==> src/rtl/mc_controller.sv <==
// mc_controller -- multicycle control unit for the ARM-subset processor.
//
// Sequences the shared datapath through per-instruction state sequences,
// holds the NZCV flags register and evaluates each instruction's condition
// field in DECODE against the registered flags.
//
// Ports:
//   clk         in   rising-edge clock
//   reset       in   synchronous, active-high
//   instr[31:0] in   instruction register (cond, op, funct used)
//   alu_flags   in   NZCV produced by the ALU this cycle
//   pc_we       out  PC register load
//   ir_we       out  instruction register load
//   adr_src     out  memory address select (0 = PC, 1 = ALUOut)
//   mem_we      out  data memory write
//   rf_we       out  regfile write to Rd
//   alu_src_a   out  ALU A select (00 RD1, 01 PC, 10 ALUOut)
//   alu_src_b   out  ALU B select (00 RD2, 01 ext, 10 constant 4)
//   alu_ctrl    out  ALU op (00 ADD, 01 SUB, 10 AND, 11 ORR)
//   result_src  out  write-back/PC source (00 ALUOut, 01 Data, 10 ALU direct)
//   imm_src     out  extend mode (00 imm8, 01 imm12, 10 simm24<<2)
//   flags       out  registered NZCV
//   instr_done  out  one-cycle pulse in the final cycle of each instruction
module mc_controller (
    input  logic        clk,
    input  logic        reset,
    input  logic [31:0] instr,
    input  logic [3:0]  alu_flags,
    output logic        pc_we,
    output logic        ir_we,
    output logic        adr_src,
    output logic        mem_we,
    output logic        rf_we,
    output logic [1:0]  alu_src_a,
    output logic [1:0]  alu_src_b,
    output logic [1:0]  alu_ctrl,
    output logic [1:0]  result_src,
    output logic [1:0]  imm_src,
    output logic [3:0]  flags,
    output logic        instr_done
);

    typedef enum logic [3:0] {
        S_FETCH, S_DECODE, S_MEMADR, S_MEMREAD, S_MEMWB,
        S_MEMWRITE, S_EXECR, S_EXECI, S_ALUWB, S_BRANCH
    } state_t;

    state_t      state_q, state_d;
    logic [3:0]  flags_q, flags_d;

    logic [3:0]  cond;
    logic [1:0]  op;
    logic [5:0]  funct;
    logic        cond_ok;
    logic [1:0]  dp_ctrl;
    logic        dp_supported;
    logic        dp_is_cmp;

    // Only the decode fields above are needed by the controller.
    logic        unused_instr_bits;
    assign unused_instr_bits = ^instr[19:0];

    assign cond  = instr[31:28];
    assign op    = instr[27:26];
    assign funct = instr[25:20];
    assign flags = flags_q;

    // Condition evaluation; f is NZCV.
    function automatic logic cond_check(input logic [3:0] c, input logic [3:0] f);
        logic n, z, cy, v;
        {n, z, cy, v} = f;
        case (c)
            4'b0000: cond_check = z;
            4'b0001: cond_check = !z;
            4'b0010: cond_check = cy;
            4'b0011: cond_check = !cy;
            4'b0100: cond_check = n;
            4'b0101: cond_check = !n;
            4'b0110: cond_check = v;
            4'b0111: cond_check = !v;
            4'b1000: cond_check = cy && !z;
            4'b1001: cond_check = !cy || z;
            4'b1010: cond_check = (n == v);
            4'b1011: cond_check = (n != v);
            4'b1100: cond_check = !z && (n == v);
            4'b1101: cond_check = z || (n != v);
            4'b1110: cond_check = 1'b1;
            default: cond_check = 1'b0;
        endcase
    endfunction

    assign cond_ok = cond_check(cond, flags_q);

    // Data-processing opcode decode; unsupported opcodes run as a
    // flag-less, write-less ADD.
    always_comb begin
        dp_ctrl      = 2'b00;
        dp_supported = 1'b1;
        dp_is_cmp    = 1'b0;
        case (funct[4:1])
            4'b0100: dp_ctrl = 2'b00;
            4'b0010: dp_ctrl = 2'b01;
            4'b0000: dp_ctrl = 2'b10;
            4'b1100: dp_ctrl = 2'b11;
            4'b1010: begin
                dp_ctrl   = 2'b01;
                dp_is_cmp = 1'b1;
            end
            default: dp_supported = 1'b0;
        endcase
    end

    always_comb begin
        state_d    = state_q;
        flags_d    = flags_q;
        pc_we      = 1'b0;
        ir_we      = 1'b0;
        adr_src    = 1'b0;
        mem_we     = 1'b0;
        rf_we      = 1'b0;
        alu_src_a  = 2'b00;
        alu_src_b  = 2'b00;
        alu_ctrl   = 2'b00;
        result_src = 2'b00;
        imm_src    = 2'b00;
        instr_done = 1'b0;
        unique case (state_q)
            S_FETCH: begin
                ir_we      = 1'b1;
                pc_we      = 1'b1;
                alu_src_a  = 2'b01;
                alu_src_b  = 2'b10;
                result_src = 2'b10;
                state_d    = S_DECODE;
            end
            S_DECODE: begin
                // ALUOut captures PC+8 here: R15 and the branch base.
                alu_src_a = 2'b01;
                alu_src_b = 2'b10;
                case (op)
                    2'b01:   imm_src = 2'b01;
                    2'b10:   imm_src = 2'b10;
                    default: imm_src = 2'b00;
                endcase
                if (!cond_ok || op == 2'b11) begin
                    instr_done = 1'b1;
                    state_d    = S_FETCH;
                end else if (op == 2'b01) begin
                    state_d = S_MEMADR;
                end else if (op == 2'b10) begin
                    state_d = S_BRANCH;
                end else begin
                    state_d = funct[5] ? S_EXECI : S_EXECR;
                end
            end
            S_MEMADR: begin
                alu_src_b = 2'b01;
                imm_src   = 2'b01;
                alu_ctrl  = funct[3] ? 2'b00 : 2'b01;
                state_d   = funct[0] ? S_MEMREAD : S_MEMWRITE;
            end
            S_MEMREAD: begin
                adr_src = 1'b1;
                state_d = S_MEMWB;
            end
            S_MEMWB: begin
                result_src = 2'b01;
                rf_we      = 1'b1;
                instr_done = 1'b1;
                state_d    = S_FETCH;
            end
            S_MEMWRITE: begin
                adr_src    = 1'b1;
                mem_we     = 1'b1;
                instr_done = 1'b1;
                state_d    = S_FETCH;
            end
            S_EXECR, S_EXECI: begin
                alu_src_b = (state_q == S_EXECI) ? 2'b01 : 2'b00;
                alu_ctrl  = dp_ctrl;
                if (funct[0] && dp_supported) begin
                    flags_d = alu_flags;
                end
                state_d = S_ALUWB;
            end
            S_ALUWB: begin
                rf_we      = dp_supported && !dp_is_cmp;
                instr_done = 1'b1;
                state_d    = S_FETCH;
            end
            S_BRANCH: begin
                alu_src_a  = 2'b10;
                alu_src_b  = 2'b01;
                imm_src    = 2'b10;
                result_src = 2'b10;
                pc_we      = 1'b1;
                instr_done = 1'b1;
                state_d    = S_FETCH;
            end
            default: state_d = S_FETCH;
        endcase
        // Suppress architectural writes while reset is held mid-instruction.
        if (reset) begin
            pc_we  = 1'b0;
            ir_we  = 1'b0;
            mem_we = 1'b0;
            rf_we  = 1'b0;
        end
    end

    always_ff @(posedge clk) begin
        if (reset) begin
            state_q <= S_FETCH;
            flags_q <= 4'b0000;
        end else begin
            state_q <= state_d;
            flags_q <= flags_d;
        end
    end

endmodule
==> config.mk <==
export PLATFORM = sky130hd
export DESIGN_NAME = mc_controller
export DESIGN_NICKNAME = d
export VERILOG_FILES = /design/src/rtl/mc_controller.sv
export SDC_FILE = /design/constraint.sdc
export NUM_CORES = 1
export LEC_CHECK = 0
export BUFFER_PORTS_ARGS = -buffer_cell sky130_fd_sc_hd__buf_2
export CORE_MARGIN = 5
export CORE_UTILIZATION = 30
export CTS_BUF_LIST = sky130_fd_sc_hd__clkbuf_8
export CTS_CLUSTER_DIAMETER = 80
export CTS_CLUSTER_SIZE = 30
export DETAILED_ROUTE_END_ITERATION = 6
export GPL_TIMING_DRIVEN = 0
export MAX_ROUTING_LAYER = met4
export PLACE_DENSITY = 0.59
export SLEW_MARGIN = 5
export SYNTH_ARGS = -nofsm -noshare
export SYNTH_HDL_FRONTEND = slang
export SYNTH_SLANG_ARGS = --single-unit
==> constraint.sdc <==
create_clock -name clk -period 2.9 [get_ports clk]
set_clock_uncertainty 0.05 [all_clocks]
set_input_delay 0.145 -clock clk [delete_from_list [all_inputs] [get_ports clk]]
set_output_delay 0.145 -clock clk [all_outputs]
set_load 0.02 [all_outputs]
==> impl_metrics.csv <==
group,metric,value,unit
outcome,status,"completed",
detailed_routing,drc,0,
sta,worst_pin_slew,590.1,ps
placed_design,place_area,1106,µm²
die,start_util,31.62,%
detailed_routing,drtIter0Drc,46,
die,fp-row-count,19,
power_and_ir_drop,peakVddDrop,0.0001853,V
power_and_ir_drop,powerDensity,339.4,nW/µm²
yosys,syn_inst,111,
critical_path,r2r_slack,1010,ps
grt,grt_util_all_layers,11.69,%
sta,fmaxAchievable,469.0,MHz
yosys,synth_fa_ha_area_share,7.052,%
worst_hold_path,whs_path_depth,3,
placed_design,gp_congestion,0.8193,
sta,rsz0062_at_grt,"no",
detailed_routing,wl_per_cell,13.22,µm
die,fp.dieW,64.38,µm
sta,finalHoldViolCount,0,
grt,grt_pass1_vias,904,
layout,nets,195,
die,io_pins,58,
layout,diodes,0,
critical_path,cp_max_fo,10,
yosys,synthXorXnorAreaFrac,3.949,%
yosys,synth_fp_nets,154,
run,maxCapViolCount,0,
yosys,synth_compound_area_share,23.13,%
clock_tree,htreeDepth,1,
sta,setup-tns-final,0,ps
layout,final.fill_count,316,
power_and_ir_drop,switching_power,129.3,µW
detailed_routing,vias,964,
yosys,ys_seq_area_share,18.05,%
yosys,synth_top_family_by_area,"simple AND/OR/NAND/NOR gates",
clock_tree,cts_setup_buffers,0,
yosys,synthFlopType,"dfxtp_1",
yosys,syn-cell-area,887.1,µm²
grt,overflow,0,
clock_tree,clk_pin_slew_worst_paths,40,ps
critical_path,cp-end-kind,"primary output",
placed_design,dpl.hpwl,2.013,mm
layout,drive_above_1_share,34.00,%
critical_path,rr_endpoint,"flags[2]",
clock_tree,clock_sink_count,8,
critical_path,worstPathArrival,1940,ps
clock_tree,ctsHoldBuffers,0,
sta,finalCritPeriodShare,73.53,%
detailed_routing,viasPerCell,5.326,
clock_tree,cts_resized,0,
sta,report.final.slew_viol_count,0,
worst_hold_path,min_to,"flags[1]",
die,fp.dieArea,4145,µm²
layout,area_growth,29.34,%
critical_path,reg2reg_depth,6,
power_and_ir_drop,swShare,33.20,%
sta,max_slew_margin,60.62,%
power_and_ir_drop,cellLeakagePower,0.5505,nW
placed_design,portBuffers,36,
detailed_routing,wirelength,2.393,mm
grt,antenna_found_initial,0,
power_and_ir_drop,clkPwrFrac,33.8,%
die,die_h,64.38,µm
power_and_ir_drop,combPwrFrac,36.4,%
yosys,ys_ff_latch,8,
critical_path,cp-startpoint,"state_q[3]",
yosys,synthMuxAreaShare,8.181,%
clock_tree,cts_buffers,3,
yosys,yosysUniqueCellTypes,47,
clock_tree,clock_latency,230,ps
critical_path,cp.required,2710,ps
yosys,async_reset_ff_share,0,%
worst_hold_path,hp-start,"alu_flags[1]",
critical_path,setup.worst_path.start_class,"register",
detailed_routing,antenna_left,0,
grt,grt_max_degree,11,
critical_path,worstSetupPathType,"register to primary output",
power_and_ir_drop,pwr-share-seq,29.7,%
yosys,synth-edff-count,0,
power_and_ir_drop,internal_power,260.1,µW
detailed_routing,firstDrtPassIters,4,
grt,grt_pass1_wl,3.891,mm
yosys,ys_warn_count,0,
die,fp.coreArea,2805,µm²
sta,timing.final.setup_violations,0,
yosys,synthSimpleGateAreaFrac,30.47,%
layout,design_area,1147,µm²
worst_hold_path,hold_class,"primary input to register",
clock_tree,cts_tree,"done",
yosys,avgSynthCellArea,7.992,µm²
sta,fin_crit,2132,ps
clock_tree,clk_path_buf_depth,2,
critical_path,r2r-start,"state_q[2]",
clock_tree,root_buffer,"clkbuf_8",
## flip-flops by register name, summed over array words and instances (netlist names)
name     count
state_q      4
flags        4
## power by group through the flow
stage | logic (mW) | registers, mW | clock network (mW)
global placement | 0.140 | 0.118 | 0
detailed placement | 0.142 | 0.118 | 0
CTS | 0.143 | 0.116 | 0.135
finish | 0.142 | 0.116 | 0.132
floorplan | 0.0968 | 0.117 | 0
global route | 0.157 | 0.116 | 0.144
## metrics by stage
step	setup WS (ps)	total power, mW	util (%)	hold slack (ps)	std cells
after CTS	760.5	0.3938	40.90	109.7	181
final	767.6	0.3894	40.90	107.5	181
after global placement	994.5	0.2579	39.43	327.4	178
after global routing	715.7	0.4161	40.90	124.5	181
after floorplan	1059	0.2141	-	238.9	111
after detailed placement	1006	0.2598	39.43	341.8	178
## cell type report
type	count	area (µm²)	area share, %
Multi-Input combinational cell	88	645.6	56.27
Buffer	9	58.81	5.125
Timing Repair Buffer	36	180.2	15.70
Inverter	6	22.52	1.963
Tap cell	31	38.79	3.381
Clock buffer	3	41.29	3.599
Sequential cell	8	160.2	13.96
## per-layer routing
metal	part of all wire, %	vias up	wire length [µm]	track usage, %
met5	0	-	0	-
met4	0.59	0	14	2.375
met3	5.3	2	128	2.452
met2	49	28	1169	19.72
met1	45	449	1081	14.39
li1	-	485	-	-
## worst max-delay path: stages (launching register included)
cell     delay, ps
dfxtp_1        300
buf_6          130
or2_1          230
buf_6          130
a311o_1        360
a211o_1        230
and3_1         170
buf_2          150
## Yosys cell counts (all sizes together) (2+ instances only)
| library cell | count | area (µm²) |
|---|---|---|
| nand2 | 5 | 18.77 |
| a21oi | 6 | 30.03 |
| nor3 | 6 | 30.03 |
| mux2i | 5 | 50.05 |
| xor2 | 2 | 17.52 |
| ha | 5 | 62.56 |
| buf | 6 | 47.54 |
| or2 | 2 | 12.52 |
| nand3b | 2 | 15.01 |
| nor3b | 2 | 15.01 |
| mux2 | 2 | 22.52 |
| inv | 6 | 22.52 |
| nor4 | 4 | 31.28 |
| dfxtp | 8 | 160.2 |
| xnor2 | 2 | 17.52 |
| a32o | 2 | 20.02 |
| or3 | 2 | 12.51 |
| nor2 | 14 | 52.55 |
| clkbuf | 3 | 11.26 |
| nand2b | 5 | 31.28 |
## placed cells by master (no fill, tap or decap), drive strengths merged, types with 2 or more instances in the layout
cell type	synthesis	routed
mux2i	5	5
a21oi	6	6
nor3	6	6
xor2	2	2
xnor2	2	2
ha	5	5
nand2	5	5
dfxtp	8	8
buf	6	42
or3	2	2
nand3b	2	2
mux2	2	2
nand2b	5	5
inv	6	6
nor2	14	14
nor3b	2	2
clkbuf	3	6
nor4	4	4
or2	2	2
a32o	2	2
## worst max path at each step
stage                  to  slack, ps  cells after the start
6_report       instr_done        770                      7
5_1_grt        instr_done        720                      7
4_1_cts        instr_done        760                      7
3_5_place_dp   instr_done       1010                      7
3_3_place_gp   instr_done        990                      7
2_1_floorplan       rf_we       1060                      4
## cells by family (layout without fill, tap and decap cells)
group                      count (synthesis)  after routing
buffers and inverters                     15             54
xor gates and xnor gates                   4              4
DFF                                        8              8
and+or+nand+nor                           49             49
muxes                                      7              7
AOI/OAI and AO/OA                         23             23
adders and majority gates                  5              5
Note: power is estimated with default switching activity, not from simulation.
